===== config.mk =====
export PLATFORM = sky130hd
export DESIGN_NAME = io_bus_bridge
export DESIGN_NICKNAME = d
export VERILOG_FILES = /design/src/rtl/bridge_pkg.sv /design/src/rtl/bridge_decoder.sv /design/src/rtl/io_bus_bridge.sv
export SDC_FILE = /design/constraint.sdc
export NUM_CORES = 1
export LEC_CHECK = 0
export CAP_MARGIN = 10
export CORE_ASPECT_RATIO = 1.1
export CORE_MARGIN = 8
export CORE_UTILIZATION = 35
export CTS_CLUSTER_SIZE = 40
export DETAILED_ROUTE_END_ITERATION = 8
export GPL_ROUTABILITY_DRIVEN = 1
export PLACE_DENSITY = 0.78
export RECOVER_POWER = 25
export SETUP_SLACK_MARGIN = 0.1
export SYNTH_ARGS = -nofsm -noshare
export SYNTH_HDL_FRONTEND = slang
export SYNTH_SLANG_ARGS = --single-unit

===== constraint.sdc =====
create_clock -name clk -period 3.7 [get_ports clk]
set_input_delay 0.74 -clock clk [delete_from_list [all_inputs] [get_ports clk]]
set_output_delay 0.74 -clock clk [all_outputs]
set_load 0.05 [all_outputs]

===== src/rtl/bridge_pkg.sv =====
// -----------------------------------------------------------------------------
// bridge_pkg
// Shared types and constants for the I/O bus bridge: the bridge FSM state
// encoding, bus widths, the default window base address and a constant
// ceil-log2 helper used to size index and counter fields.
// -----------------------------------------------------------------------------
package bridge_pkg;

  typedef enum logic [1:0] {
    IDLE,
    ACCESS,
    RESP
  } state_t;

  localparam int DATA_W = 32;
  localparam int BE_W   = 4;

  localparam logic [31:0] DEFAULT_BASE_ADDR = 32'h0000_7F00;

  // Ceil-log2 with a floor of 1 so that a single-entry field still has a bit.
  function automatic int clog2(input int value);
    int result;
    result = 0;
    while ((1 << result) < value) begin
      result++;
    end
    return (result < 1) ? 1 : result;
  endfunction

endpackage


===== src/rtl/bridge_decoder.sv =====
// -----------------------------------------------------------------------------
// bridge_decoder
// Combinational address decoder: maps a CPU word address onto one of N_DEV
// equal windows starting at BASE_ADDR.
//   cpuAddr : word address from the CPU
//   hit     : address falls inside one of the windows
//   idx     : window (device) index, valid when hit
//   offset  : word offset within the window
// -----------------------------------------------------------------------------
module bridge_decoder
  import bridge_pkg::*;
#(
  parameter int          N_DEV          = 4,
  parameter logic [31:0] BASE_ADDR      = DEFAULT_BASE_ADDR,
  parameter int          WIN_WORDS_LOG2 = 2,
  localparam int         IDX_W          = clog2(N_DEV)
) (
  input  logic [31:2]               cpuAddr,
  output logic                      hit,
  output logic [IDX_W-1:0]          idx,
  output logic [WIN_WORDS_LOG2+1:2] offset
);

  logic [31:0] byteOff;
  logic [31:0] winIdx;

  // Unsigned subtraction: an address below the base wraps to a huge offset,
  // and the explicit lower-bound compare keeps it from aliasing a window.
  assign byteOff = {cpuAddr, 2'b00} - BASE_ADDR;
  assign winIdx  = byteOff >> (WIN_WORDS_LOG2 + 2);

  assign hit    = (cpuAddr >= BASE_ADDR[31:2]) && (winIdx < 32'(N_DEV));
  assign idx    = winIdx[IDX_W-1:0];
  assign offset = byteOff[WIN_WORDS_LOG2+1:2];

endmodule


===== src/rtl/io_bus_bridge.sv =====
// -----------------------------------------------------------------------------
// io_bus_bridge
// Bridges the CPU data port to N_DEV memory-mapped peripherals, one address
// window each. A request is decoded in IDLE; a hit latches the access into the
// dev_* registers and waits in ACCESS for the selected device's ack, a miss
// goes straight to RESP with an error. RESP emits a one-cycle cpu_ready.
//
// Ports:
//   clk, rst_n          : clock (rising edge), async active-low reset
//   cpu_req/we/addr/be/wdata : CPU request, held until cpu_ready
//   cpu_rdata, cpu_ready, cpu_err : registered completion and read data
//   dev_sel             : one-hot device strobe, high for the whole ACCESS
//   dev_we/be/addr/wdata: latched access attributes for the devices
//   dev_rdata, dev_ack  : flattened device read data and per-device ack
//   err_addr            : word address of the most recent failed access
//
// Build option: define BRIDGE_TIMEOUT_EN to abort an ACCESS that has waited
// TIMEOUT_CYCLES cycles without an ack (reported as an error).
// -----------------------------------------------------------------------------
module io_bus_bridge
  import bridge_pkg::*;
#(
  parameter int          N_DEV          = 4,
  parameter logic [31:0] BASE_ADDR      = DEFAULT_BASE_ADDR,
  parameter int          WIN_WORDS_LOG2 = 2,
  parameter int          TIMEOUT_CYCLES = 255
) (
  input  logic                      clk,
  input  logic                      rst_n,
  input  logic                      cpu_req,
  input  logic                      cpu_we,
  input  logic [31:2]               cpu_addr,
  input  logic [BE_W-1:0]           cpu_be,
  input  logic [DATA_W-1:0]         cpu_wdata,
  output logic [DATA_W-1:0]         cpu_rdata,
  output logic                      cpu_ready,
  output logic                      cpu_err,
  output logic [N_DEV-1:0]          dev_sel,
  output logic                      dev_we,
  output logic [BE_W-1:0]           dev_be,
  output logic [WIN_WORDS_LOG2+1:2] dev_addr,
  output logic [DATA_W-1:0]         dev_wdata,
  input  logic [N_DEV*DATA_W-1:0]   dev_rdata,
  input  logic [N_DEV-1:0]          dev_ack,
  output logic [31:2]               err_addr
);

  localparam int IDX_W = clog2(N_DEV);

  state_t                    state;
  logic                      decHit;
  logic [IDX_W-1:0]          decIdx;
  logic [WIN_WORDS_LOG2+1:2] decOffset;
  logic [DATA_W-1:0]         selRdata;
  logic                      ackHit;

  bridge_decoder #(
    .N_DEV          (N_DEV),
    .BASE_ADDR      (BASE_ADDR),
    .WIN_WORDS_LOG2 (WIN_WORDS_LOG2)
  ) uDecoder (
    .cpuAddr (cpu_addr),
    .hit     (decHit),
    .idx     (decIdx),
    .offset  (decOffset)
  );

  // dev_sel is one-hot and zero outside ACCESS, so masking with it both picks
  // the selected device and ignores acks from every other device.
  assign ackHit = |(dev_ack & dev_sel);

  always_comb begin
    // NOTE: default first so every path assigns selRdata and no latch is inferred.
    selRdata = '0;
    for (int i = 0; i < N_DEV; i++) begin
      if (dev_sel[i]) begin
        selRdata = selRdata | dev_rdata[i*DATA_W +: DATA_W];
      end
    end
  end

`ifdef BRIDGE_TIMEOUT_EN
  localparam int CNT_W = clog2(TIMEOUT_CYCLES + 1);

  logic [CNT_W-1:0] waitCnt;
  logic [31:2]      reqAddr;
  logic             timeoutHit;

  // Fires on the TIMEOUT_CYCLES-th ACCESS cycle without an ack.
  assign timeoutHit = (waitCnt == CNT_W'(TIMEOUT_CYCLES - 1));
`endif

  // NOTE: reset is asynchronous and clears every output register, so dev_sel
  // drops the moment rst_n falls even in the middle of an access.
  always_ff @(posedge clk or negedge rst_n) begin
    if (!rst_n) begin
      state     <= IDLE;
      cpu_rdata <= '0;
      cpu_ready <= 1'b0;
      cpu_err   <= 1'b0;
      dev_sel   <= '0;
      dev_we    <= 1'b0;
      dev_be    <= '0;
      dev_addr  <= '0;
      dev_wdata <= '0;
      err_addr  <= '0;
`ifdef BRIDGE_TIMEOUT_EN
      waitCnt   <= '0;
      reqAddr   <= '0;
`endif
    end else begin
      // NOTE: non-blocking assignments throughout; these two defaults make
      // ready/err single-cycle pulses unless a transition below sets them.
      cpu_ready <= 1'b0;
      cpu_err   <= 1'b0;
      case (state)
        IDLE: begin
          if (cpu_req) begin
            if (decHit) begin
              dev_sel   <= N_DEV'(1) << decIdx;
              dev_we    <= cpu_we;
              dev_be    <= cpu_be;
              dev_addr  <= decOffset;
              dev_wdata <= cpu_wdata;
`ifdef BRIDGE_TIMEOUT_EN
              waitCnt   <= '0;
              reqAddr   <= cpu_addr;
`endif
              state     <= ACCESS;
            end else begin
              cpu_rdata <= '0;
              cpu_err   <= 1'b1;
              cpu_ready <= 1'b1;
              err_addr  <= cpu_addr;
              state     <= RESP;
            end
          end
        end

        ACCESS: begin
          if (ackHit) begin
            cpu_rdata <= dev_we ? '0 : selRdata;
            cpu_ready <= 1'b1;
            dev_sel   <= '0;
            state     <= RESP;
          end
`ifdef BRIDGE_TIMEOUT_EN
          else if (timeoutHit) begin
            cpu_rdata <= '0;
            cpu_err   <= 1'b1;
            cpu_ready <= 1'b1;
            err_addr  <= reqAddr;
            dev_sel   <= '0;
            state     <= RESP;
          end else begin
            waitCnt <= waitCnt + 1'b1;
          end
`endif
        end

        RESP:    state <= IDLE;
        default: state <= IDLE;
      endcase
    end
  end

endmodule


**Word level (Yosys, flattened, before mapping)**

Cells that the tools add are included.

- Register bits: 109
- Bits of input ports: 202
- Output and inout bits: 107

- Reductions and logical operators: 9
- $add $sub $neg: 1
- Mux-type cells: 22
- Bitwise operators: 5
- Shifts and indexed selects: 1
- Magnitude comparators: 2
- Equal/unequal tests: 5

Operator list:

| kind | count |
|---|---|
| 2-to-1 mux 32 bit | 8 |
| OR 32 bit | 3 |
| case mux 32 bit (2 select lines) | 1 |
| subtractor 32 x 15 -> 32 bit, second input constant | 1 |
| greater-or-equal comparator 30 x 13 -> 1 bit, second input constant | 1 |
| < comparator 28 x 3 -> 1 bit, second input constant | 1 |
| 2-to-1 mux 4 bit | 3 |
| inequality test 2 bit, second input constant | 4 |
| case mux 4 bit (2 select lines) | 1 |
| AND reduction 4 bit | 2 |
| 2-to-1 mux 2 bit | 3 |
| AND reduction 3 bit | 2 |
| bitwise AND 4 bit | 1 |
| 2-to-1 mux 1 bit | 4 |
| case mux 2 bit (2 select lines) | 1 |
| OR reduction 4 bit | 1 |
| << shifter 1 x 2 -> 4 bit, first input constant | 1 |
| == test 2 x 1 -> 1 bit, second input constant | 1 |
| logical NOT 2 bit | 1 |
| case mux 1 bit (2 select lines) | 1 |
| AND reduction 2 bit | 1 |
| nonzero test 2 bit | 1 |
| logical AND 1 bit | 1 |
| inverter 1 bit | 1 |

**Depth between registers and ports, before layout**

- Word-level depth: 10
- Mapped depth: 7
- Gate-level depth less buffers: 4

**Cells and area by module**

A second synthesis with hierarchy kept.

- Cell total of the unflattened synthesis: 576
- Area, all modules: 5316.3 um^2

Modules (own cells, without submodules):

| module | area each (um^2) | cells each | times used |
|---|---|---|---|
| io_bus_bridge | 5072.4 | 542 | 1 |
| bridge_decoder | 244.0 | 34 | 1 |

**Worst setup path after synthesis**

OpenSTA, ideal clock, no wires.

- Kind: input to register
- Start: input port cpu_addr[7] (netlist bit)
- End: register dev_addr[2] (netlist bit)
- Stages on the path: 5
- Required time: 3.575 ns
- Data arrival time: 2.696 ns
- Path slack: 0.879 ns
- Path through: or4_1 > or4_4 > nor4_4 > buf_6 > mux2_2

- Cells in the longest elaborated chain, start to end: 4

Ends and longest elaborated chain:

| item | line | text |
|---|---|---|
| from (decl) | io_bus_bridge.sv:32 | `input logic [31:2] cpu_addr,` |
| subtractor 32 x 15 -> 32 bit | bridge_decoder.sv:29 | `assign byteOff = {cpuAddr, 2'b00} - BASE_ADDR;` |
| < comparator 28 x 3 -> 1 bit | bridge_decoder.sv:32 | `assign hit = (cpuAddr >= BASE_ADDR[31:2]) && (winIdx < 32'(N_DEV));` |
| logical AND 1 bit (*) | bridge_decoder.sv:32 |  |
| AND reduction 3 bit (no source line) (*) | n/a |  |
| to (signal assigned) | io_bus_bridge.sv:123 | `dev_addr <= decOffset;` |
| to (decl) | io_bus_bridge.sv:41 | `output logic [WIN_WORDS_LOG2+1:2] dev_addr,` |

Mark *: on every way between the ends. The rest lies on a longest branch, timed or not.
A chain may end at the register's enable or synchronous reset.

**Final worst setup path**

- Start: input port cpu_addr[7] (netlist bit)
- End: register dev_wdata[17]

- Cells in the longest elaborated chain, start to end: 4

Ends and longest elaborated chain:

| item | line | text |
|---|---|---|
| subtractor 32 x 15 -> 32 bit | bridge_decoder.sv:29 |  |
| < comparator 28 x 3 -> 1 bit | bridge_decoder.sv:32 |  |
| logical AND 1 bit (*) | bridge_decoder.sv:32 |  |
| AND reduction 3 bit (no source line) (*) | n/a |  |
| to (signal assigned) | io_bus_bridge.sv:124 | `dev_wdata <= cpu_wdata;` |
| to (decl) | io_bus_bridge.sv:42 | `output logic [DATA_W-1:0] dev_wdata,` |

Marks and branches as above.

==> results.sh <==
export IMPL_grt_max_degree=81
export IMPL_yosysWarnings=0
export IMPL_place_congestion=0.947
export IMPL_use_met2_pct=35.1
export IMPL_cts_hold_buf=0
export IMPL_rsz0062_at_grt="false"
export IMPL_met1_usage_pct=21.9
export IMPL_maxCapViolCount=1
export IMPL_crit_required_ps=3920
export IMPL_p_sw_share_pct=21.3
export IMPL_grt_util_all_layers_pct=20.3
export IMPL_cts_root_buf="clkbuf_16"
export IMPL_htree_levels=3
export IMPL_clk_path_buf_depth=2
export IMPL_p_leak_uw=0.00368
export IMPL_num_vias=4553
export IMPL_crit_fanout=44
export IMPL_antenna_found_initial=1
export IMPL_synthCells=377
export IMPL_synth_distinct_cells=30
export IMPL_failed_checks="max-capacitance violations, max-slew violations"
export IMPL_avgSynthCellArea_um2=12.8
export IMPL_p_seq_share_pct=50.9
export IMPL_fin_area_um2=8400
export IMPL_portBuffers=308
export IMPL_clock_latency_ps=340
export IMPL_fmax_ghz=0.345
export IMPL_synth_area_leaders="dfrtp_1, mux2_2, a22oi_1"
export IMPL_start_util_pct=35.4
export IMPL_fp_dieH_um=139
export IMPL_drt_pass1_iterations=5
export IMPL_clk_pin_slew_ps=70
export IMPL_rows=45
export IMPL_routedWlPerCell_um=21.3
export IMPL_dpl_hpwl_um=14400
export IMPL_pwr_share_clk_pct=38.5
export IMPL_hold_ws_ps=492
export IMPL_synth_top_area_share_pct=56.5
export IMPL_critPathKind="input pin to flop"
export IMPL_grt_pass1_vias=5093
export IMPL_groute_layer_met3_usage_pct=8.85
export IMPL_synth_top_cell_by_area="dfrtp_1"
export IMPL_totalNegativeSetupSlack_ps=0
export IMPL_syn_to_final_growth_pct=74.1
export IMPL_fin_skew_ps=8.84
export IMPL_drive_gt1_share_pct=12.4
export IMPL_grt_pass1_wl_um=28500
export IMPL_slew_headroom_pct=-30.3
export IMPL_yosysSeqAreaShare_pct=56.5
export IMPL_worstHoldPathType="flop to flop"
export IMPL_ant_nets=0
export IMPL_setup_viol=0
export IMPL_postCtsSetupBuffers=0
export IMPL_layoutNonFillerInstCount=867
export IMPL_internal_power_uw=1840
export IMPL_fin_util_pct=61.7
export IMPL_arrival_ps=3120
export IMPL_startpoint_type="input pin"
export IMPL_top_usage_layer="met2"
export IMPL_dp_cells=850
export IMPL_viasPerCell=5.25
export IMPL_hold_viol=0
export IMPL_p_switching_uw=498
export IMPL_period_needed_ps=2900
export IMPL_design_core_area_um2=13600
export IMPL_synth_nets=579
export IMPL_grt_ovfl_total=0
export IMPL_pwr_share_comb_pct=10.6
export IMPL_cts_resized=0
export IMPL_cts_tree="built"
export IMPL_nets=875
export IMPL_ys_seq_elements=109
export IMPL_drv_slew=81
export IMPL_fp_dieW_um=128
export IMPL_dpl_cell_area_um2=8130
export IMPL_crit_path_end_kind="flop"
export IMPL_max_slew_worst_pin_slew_ps=1950
export IMPL_pin_count=309
export IMPL_drcViolationCount=0
export IMPL_drtIter0Drc=139
export IMPL_clock_sinks=109
export IMPL_cts_made_buffers=9
export IMPL_routed_wl_um=18500
export IMPL_status="finished with violations"
export IMPL_netlist_area_um2=4820
export IMPL_ir_drop_v=0.000198
export IMPL_p_per_area_nw_per_um2=279
export IMPL_finalCritPeriodShare_pct=78.3
export IMPL_fp_dieArea_um2=17800
-- cell usage after synthesis --
cell,instances
nand4bb_1,1
buf_6,4
buf_2,6
and2_1,1
mux2_1,4
mux2i_1,4
nor2_1,1
o21bai_1,1
buf_1,1
a211oi_1,1
nand2_1,42
nor4_1,2
dfrtp_1,109
nor4_4,1
or4_4,1
nand4b_1,1
mux2_2,53
nand3_1,1
clkbuf_1,23
a32o_1,32
o31ai_2,1
nand2b_1,1
nand3b_1,2
or3b_2,1
or4_1,2
buf_4,1
inv_1,1
a22o_1,12
a21o_1,1
a22oi_1,66
-- stage by stage --
step / worst slack [ps] / power, uW
finish: 802 / 2340
global route: 736 / 2430
CTS: 810 / 2370
detailed placement: 452 / 1460
global placement: 488 / 1460
floorplan: 879 / 1220
-- per-layer routing --
layer  wire, um  vias up
met3       2040       23
met1       6890     2255
met2       9200      229
met5          0        -
met4        358        0
li1           -     2046
-- final timing paths --
check | from | to | slack [ps] | cells past startpoint
max | cpu_addr[7] | dev_wdata[17] | 800 | 6
min | dev_wdata[27] | dev_wdata[27] | 490 | 1
max reg2reg | dev_sel[1] | cpu_rdata[22] | 1360 | 5
min reg2reg | dev_wdata[27] | dev_wdata[27] | 490 | 1
max in group asynchronous | rst_n | cpu_rdata[19] | 1530 | 2
min in group asynchronous | rst_n | dev_wdata[6] | 940 | 1
-- critical path, stage by stage --
cell             delay (ps)
clkdlybuf4s50_1         420
or4_1                   530
or4_4                   540
nor4_4                  210
buf_12                  280
mux2_2                  380
-- cell type report --
type | instances | area, um2
Timing Repair Buffer | 320 | 3210
Multi-Input combinational cell | 232 | 1940
Tap cell | 188 | 235
Inverter | 1 | 3.75
Antenna cell | 1 | 2.50
Clock buffer | 11 | 233
Sequential cell | 109 | 2730
Clock inverter | 5 | 42.5
Fill cell | 1108 | 5230
-- layout by cell type, fill, tap and decap left out, drive strengths merged, types with 2 or more instances in the layout --
cell / Yosys / routed
buf: 12 / 11
clkbuf: 23 / 13
a32o: 32 / 32
nand3b: 2 / 2
a22o: 12 / 12
or4: 3 / 3
dfrtp: 109 / 109
clkinv: 0 / 2
clkdlybuf4s50: 0 / 307
mux2i: 4 / 4
mux2: 57 / 57
inv: 1 / 3
nor4: 3 / 3
a22oi: 66 / 66
nand2: 42 / 42
-- power groups by stage --
stage / logic, uW / clock network (uW) / registers, uW
after floorplan: 4.14 / 0 / 1210
after global placement: 246 / 0 / 1210
after detailed placement: 250 / 0 / 1210
after CTS: 252 / 926 / 1190
after global routing: 267 / 974 / 1190
final: 249 / 901 / 1190
-- flip-flops by register name (all words and copies together) (netlist names) --
name / cells
err_addr: 30
dev_be: 4
dev_we: 1
dev_sel: 4
cpu_ready: 1
dev_wdata: 32
dev_addr: 2
cpu_err: 1
cpu_rdata: 32
state: 2
-- cells by family after synthesis --
kind of cell,Yosys count,share of synthesized area (%)
buffers and inverters,36,3.66
AND/OR/NAND/NOR,57,5.86
flip-flops,109,56.5
AO/OA/AOI/OAI,114,19.8
multiplexers,61,14.1
(Power assumes the default switching activity.)
